`src/rtl/fetch_unit_pkg.sv`:
```
// Shared widths, phase encoding and opcode constants for the fetch path.
package fetch_unit_pkg;
  localparam int ADDR_W = 5;
  localparam int DATA_W = 8;
  localparam int OPC_W  = 3;

  typedef enum logic {
    FETCH = 1'b0,
    EXEC  = 1'b1
  } phase_e;

  // Opcodes decoded by the sequence controller from IR[7:5].
  localparam logic [OPC_W-1:0] OP_HLT = 3'd0;
  localparam logic [OPC_W-1:0] OP_SKZ = 3'd1;
  localparam logic [OPC_W-1:0] OP_ADD = 3'd2;
  localparam logic [OPC_W-1:0] OP_AND = 3'd3;
  localparam logic [OPC_W-1:0] OP_XOR = 3'd4;
  localparam logic [OPC_W-1:0] OP_LDA = 3'd5;
  localparam logic [OPC_W-1:0] OP_STO = 3'd6;
  localparam logic [OPC_W-1:0] OP_JMP = 3'd7;
endpackage

```
`src/rtl/fetch_unit_pc_counter.sv`:
```
// Program counter: load beats increment, both gated by an enable.
module pc_counter
  import fetch_unit_pkg::*;
(
  input  logic              clk,
  input  logic              rst,
  input  logic              i_en,
  input  logic              i_load,
  input  logic              i_inc,
  input  logic [ADDR_W-1:0] i_din,
  output logic [ADDR_W-1:0] o_pc
);
  logic [ADDR_W-1:0] r_pc;

  // PC register; increment wraps naturally at the address width.
  always_ff @(posedge clk or posedge rst) begin
    if (rst)            r_pc <= '0;
    else if (i_en) begin
      if (i_load)       r_pc <= i_din;
      else if (i_inc)   r_pc <= r_pc + ADDR_W'(1);
    end
  end

  assign o_pc = r_pc;
endmodule

```
`src/rtl/fetch_unit.sv`:
```
// Fetch unit: IR, FETCH/EXEC phase FSM, sticky halt and protocol-error flags.
module fetch_unit
  import fetch_unit_pkg::*;
(
  input  logic              clk,
  input  logic              rst,
  input  logic              memrd,
  input  logic              loadir,
  input  logic              incpc,
  input  logic              loadpc,
  input  logic              halt,
  input  logic [DATA_W-1:0] mem_rdata,
  output logic [ADDR_W-1:0] mem_addr,
  output logic [OPC_W-1:0]  opcode,
  output logic [ADDR_W-1:0] operand,
  output logic [ADDR_W-1:0] pc,
  output logic              halted,
  output logic              proto_err
);
  phase_e            r_state;
  phase_e            w_state_nxt;
  logic [DATA_W-1:0] r_ir;
  logic              r_halted;
  logic              r_err;
  logic              w_act;      // no halt pending or latched: strobes take effect
  logic              w_ir_ld;
  logic              w_err_set;
  logic [ADDR_W-1:0] w_pc;

  // Phase register.
  always_ff @(posedge clk or posedge rst) begin
    if (rst) r_state <= FETCH;
    else     r_state <= w_state_nxt;
  end

  // Next phase and strobe qualification; an IR load always ends in EXEC,
  // otherwise any PC update closes the instruction.
  always_comb begin
    w_state_nxt = r_state;
    w_act       = !r_halted && !halt;
    w_ir_ld     = 1'b0;
    w_err_set   = 1'b0;
    if (w_act) begin
      w_ir_ld   = loadir && memrd;
      w_err_set = loadir && (!memrd || r_state == EXEC);
      if (w_ir_ld)              w_state_nxt = EXEC;
      else if (incpc || loadpc) w_state_nxt = FETCH;
    end
  end

  // IR capture.
  always_ff @(posedge clk or posedge rst) begin
    if (rst)          r_ir <= '0;
    else if (w_ir_ld) r_ir <= mem_rdata;
  end

  // Sticky flags: halt latches until reset, and freezes the error flag too.
  always_ff @(posedge clk or posedge rst) begin
    if (rst) begin
      r_halted <= 1'b0;
      r_err    <= 1'b0;
    end else begin
      if (!r_halted && halt) r_halted <= 1'b1;
      if (w_err_set)         r_err    <= 1'b1;
    end
  end

  pc_counter u_pc (
    .clk    (clk),
    .rst    (rst),
    .i_en   (w_act),
    .i_load (loadpc),
    .i_inc  (incpc),
    .i_din  (r_ir[ADDR_W-1:0]),
    .o_pc   (w_pc)
  );

  assign opcode    = r_ir[DATA_W-1 -: OPC_W];
  assign operand   = r_ir[ADDR_W-1:0];
  assign pc        = w_pc;
  assign halted    = r_halted;
  assign proto_err = r_err;
  assign mem_addr  = (r_state == FETCH) ? w_pc : r_ir[ADDR_W-1:0];
endmodule

```
`config.mk`:
```
export PLATFORM = sky130hd
export DESIGN_NAME = fetch_unit
export DESIGN_NICKNAME = d
export VERILOG_FILES = /design/src/rtl/fetch_unit_pkg.sv /design/src/rtl/fetch_unit_pc_counter.sv /design/src/rtl/fetch_unit.sv
export SDC_FILE = /design/constraint.sdc
export NUM_CORES = 1
export LEC_CHECK = 0
export CORE_MARGIN = 2
export CORE_UTILIZATION = 36
export DETAILED_ROUTE_END_ITERATION = 10
export GPL_TIMING_DRIVEN = 0
export PLACE_DENSITY = 0.74
export SLEW_MARGIN = 20
export SYNTH_ARGS = -nofsm -noshare
export SYNTH_HDL_FRONTEND = slang
export SYNTH_SLANG_ARGS = --single-unit
export TNS_END_PERCENT = 100
```
`constraint.sdc`:
```
create_clock -name clk -period 1.3 [get_ports clk]
set_input_delay 0.195 -clock clk [delete_from_list [all_inputs] [get_ports clk]]
set_output_delay 0.195 -clock clk [all_outputs]
set_load 0.02 [all_outputs]
```
# Word level (Yosys, flattened, before mapping)

Cells that the tools add are included.
Widths: inputs -> output; s select.

Register bits: 16
Bits of input ports: 15
Output and inout bits: 20
Word-level logic and storage cells: 26

$add $sub $neg: 1
Multiplexer cells: 7
Reductions and logical operators: 13

Operators by type and width:

| operator            | number |
|---|---|
| $mux 5              | 3 |
| $add 5x1->5 const B | 1 |
| $logic_and 1x1->1   | 4 |
| $mux 1              | 4 |
| $reduce_and 2->1    | 2 |
| $reduce_bool 2->1   | 2 |
| $logic_not 1->1     | 3 |
| $logic_or 1x1->1    | 2 |

# Longest topological paths before layout

Depth in word-level cells: 4
Depth in mapped cells: 4
Gate-level depth less buffers: 4

# Cells and area by module

From an unflattened synthesis, not the netlist that was laid out.

Cells, all modules: 70
Area, all modules: 858.3 µm²

Modules (own cells, without submodules):

| module     | times used | cells each | area each (µm²) | sequential area each (µm²) |
|---|---|---|---|---|
| fetch_unit | 1          | 34         | 529.3           | 275.3 |
| pc_counter | 1          | 36         | 329.1           | 125.1 |

# Worst setup path after synthesis

No wires, ideal clock.

Path kind: reg-to-reg
From: register r_halted, in the netlist halted
To: register r_ir[0]
Library setup time: 0.125 ns
Data arrival time: 1.269 ns
Data required time: 1.175 ns
Path slack: -0.093 ns
Cell stages (with the launch flop): 5
Path buffers: 1
Clock period less this slack: 1.393 ns
Path through: dfrtp_1 -> nor2_4 -> and3_2 -> buf_6 -> mux2_2

Longest elaborated chain between the ends: 3

RTL lines:

| what                     | line             | source |
|---|---|---|
| start: declaration       | fetch_unit.sv:23 | `logic r_halted;` |
| start signal: assignment | fetch_unit.sv:60 | `r_halted <= 1'b0;` |
| start signal: assignment | fetch_unit.sv:63 | `if (!r_halted && halt) r_halted <= 1'b1;` |
| $logic_not 1->1          | fetch_unit.sv:40 | `w_act = !r_halted && !halt;` |
| $logic_and 1x1->1        | fetch_unit.sv:40 |  |
| $mux 1                   | fetch_unit.sv:43 | `if (w_act) begin` |
| end signal: assignment   | fetch_unit.sv:54 | `else if (w_ir_ld) r_ir <= mem_rdata;` |
| end: declaration         | fetch_unit.sv:22 | `logic [DATA_W-1:0] r_ir;` |

Every way passes these cells.
A chain may end at the register's enable or synchronous reset.

# Worst setup path in the final report

From: register r_state
To: output mem_addr[0]

Longest elaborated chain between the ends: 1

RTL lines:

| what                     | line             | source |
|---|---|---|
| start: declaration       | fetch_unit.sv:20 | `phase_e r_state;` |
| start signal: assignment | fetch_unit.sv:33 | `else r_state <= w_state_nxt;` |
| $mux 5                   | fetch_unit.sv:83 | `assign mem_addr = (r_state == FETCH) ? w_pc : r_ir[ADDR_W-1:0];` |
| end: declaration         | fetch_unit.sv:13 | `output logic [ADDR_W-1:0] mem_addr,` |

Every way passes these cells.

==> out/qor.csv <==
metric,value,unit
outcome,finished with violations,
violations,negative setup slack,
drv_slew,0,
synth.top_cell.area_share,0.499,
start_kind,flop,
hold_viol,0,
async_flop_share,1.00,
htreeDepth,1,
initial_core_util,0.373,
path_clk_slew,0.10,ns
io_pins,35,
rsz0062_at_grt,true,
cp_slowest_cell,dfrtp_2,
synth_fa_ha_area_frac,0.0156,
synth_seq_cells,16,
fin_crit_sh,1.10,
wire_per_inst,15.0,um
num_vias,711,
slew_headroom,0.598,
antenna_cells,0,
cts_sinks,16,
leakage,0.000597,uW
critPathArrivalTime,1.24,ns
layout.nets,124,
worst_pin_slew,0.603,ns
antenna_found_initial,0,
path_class,reg -> out,
syn-instance-count,66,
coreArea,2150,sq um
ctsLongestPathBuffers,2,
die_h,51.2,um
cts_tree,done,
synth_ff_type,dfrtp_1,
setup_viol,14,
die_w,51.2,um
cts-root-buf,clkbuf_4,
grt_pass1_wl,3360,um
synth.area.top_cells,"dfrtp_1 50%, mux2_2 20%, buf_6 2.8%",
clk-insertion-delay-late,0.30,ns
dp_slack,-0.412,ns
nFillCells,186,
syn_nets,82,
seq_area_frac_synth,0.499,
synth-compound-area-share,0.0952,
max_freq,698,MHz
yosys.area_share.simple,0.139,
hpwl,1350,um
clock_skew,0.0122,ns
fin_setup_tns,-1.02,ns
synth_most_common_cell,dfrtp_1,
endpoint_kind,output pin,
synth_top_family_by_area,multiplexers,
drc,0,
grt_start_max_net_pins,17,
overflow,0,
worst_slack,-0.132,ns
synthMuxAreaShare,0.209,
required,1.11,ns
synthToLayoutAreaGrowth,61.8,%
avgSynthCellArea,12.2,sq um
wirelength,2030,um
ys_warn_count,0,
slowest_delay,0.49,ns
ys_types,27,
p_per_area,870,nW/um^2
grt_pass1_vias,714,
synth_top_area_cell,dfrtp_1,
synth-edff-count,0,
cts_made_buffers,3,
grt_usage,0.179,
netlist_top_cells_count,"16 x dfrtp_1, 14 x mux2_2, 4 x o21ai_0",
ant_nets,0,
drive_gt1_frac,0.421,
drv_cap,0,
port-buffer-count,34,
crit_fanout,7,
hold_path_class,in -> async,
gp_congestion,0.755,
drtIter0Drc,2,
crit_chain,"mux2_4, buf_6",
synthXorXnorAreaFrac,0,
syn_area,802,sq um
drt_first_pass_iters,3,
peakVddDrop,657,uV
rows,17,
via_per_inst,5.27,
die_area,2620,sq um
period_minus_slack,1.43,ns
-- routing by layer --
layer | wire (um) | vias to the layer above | GRT usage
met5 | 0 | - | 0
li1 | - | 329 | -
met1 | 900 | 350 | 0.220
met4 | 70 | 0 | 0.131
met3 | 82 | 7 | 0.0234
met2 | 973 | 25 | 0.286
-- per-stage QoR --
step	utilization	instance area (sq um)	instances	hold WS (ns)	total power [uW]
2_1_floorplan	-	842	66	0.109	702
6_report	0.604	1300	135	0.260	1130
3_5_place_dp	0.567	1220	128	0.457	851
3_3_place_gp	0.567	1220	128	0.451	846
4_1_cts	0.567	1220	132	0.283	1110
5_1_grt	0.604	1300	135	0.298	1180
-- layout by cell type, fill, tap and decap left out, drive strengths merged --
master and count:
nor2 2, clkdlybuf4s50 14, a31o 1, nand2b 1, nor2b 2, buf 10
and3 2, a31oi 1, nand2 3, dlygate4sd2 11, and2b 2, or4 2
nand3 3, clkbuf 5, ha 1, nand4 1, mux2 14, mux2i 1
o21ai 4, clkdlybuf4s15 3, dfrtp 16, a22oi 1, a32oi 1, inv 2
nor3 1, o22a 1, a41oi 1, a21o 1
-- critical path: cells and delay by family (launching register included) --
family	cells	cell delay, ns
buffers and inverters	1	0.13
DFF	1	0.49
muxes	1	0.32
-- registers in the layout, indices dropped and copies added (netlist names) --
| register | flops |
|---|---|
| r_state | 1 |
| r_ir | 8 |
| u_pc.o_pc | 5 |
| proto_err | 1 |
| halted | 1 |
-- worst paths after layout --
check	from	end	slack, ns	cells past startpoint
setup / recovery	r_state	mem_addr[0]	-0.13	2
hold / removal	rst	r_ir[6]	0.26	2
setup reg to reg	halted	r_ir[2]	-0.06	3
hold reg to reg	proto_err	proto_err	0.47	1
max in group asynchronous	rst	r_state	0.60	2
min in group clk	proto_err	proto_err	0.47	1
-- cells by family after synthesis --
| family | after synthesis |
|---|---|
| AO/OA/AOI/OAI | 11 |
| multiplexers | 15 |
| buffers and inverters | 5 |
| flip-flops | 16 |
| AND/OR/NAND/NOR | 18 |
| adder cells (fa/ha/maj) | 1 |
-- repair_timing --
| action | CTS | global route |
|---|---|---|
| pin swaps | 6 | 5 |
| resized for setup | 45 | 22 |
| hold buffers | 0 | 0 |
| setup endpoints to repair | 29 | 20 |
| gates cloned | 1 | 0 |
| setup buffers | 1 | 3 |
-- area by class of cell --
| class | instances | area [sq um] | share of cell area |
|---|---|---|---|
| Multi-Input combinational cell | 46 | 450 | 0.347 |
| Inverter | 2 | 10.0 | 0.00771 |
| Tap cell | 28 | 35.0 | 0.0270 |
| Timing Repair Buffer | 38 | 358 | 0.276 |
| Buffer | 1 | 11.3 | 0.00868 |
| Clock buffer | 4 | 26.3 | 0.0203 |
| Sequential cell | 16 | 407 | 0.313 |
-- power by group --
part,leakage (uW),internal (uW),switching (uW),total (uW)
clock network,0.0000150,120,164,284
registers,0.000196,527,33.8,561
logic,0.000386,162,122,284
Note: power is estimated with default switching activity, not from simulation.
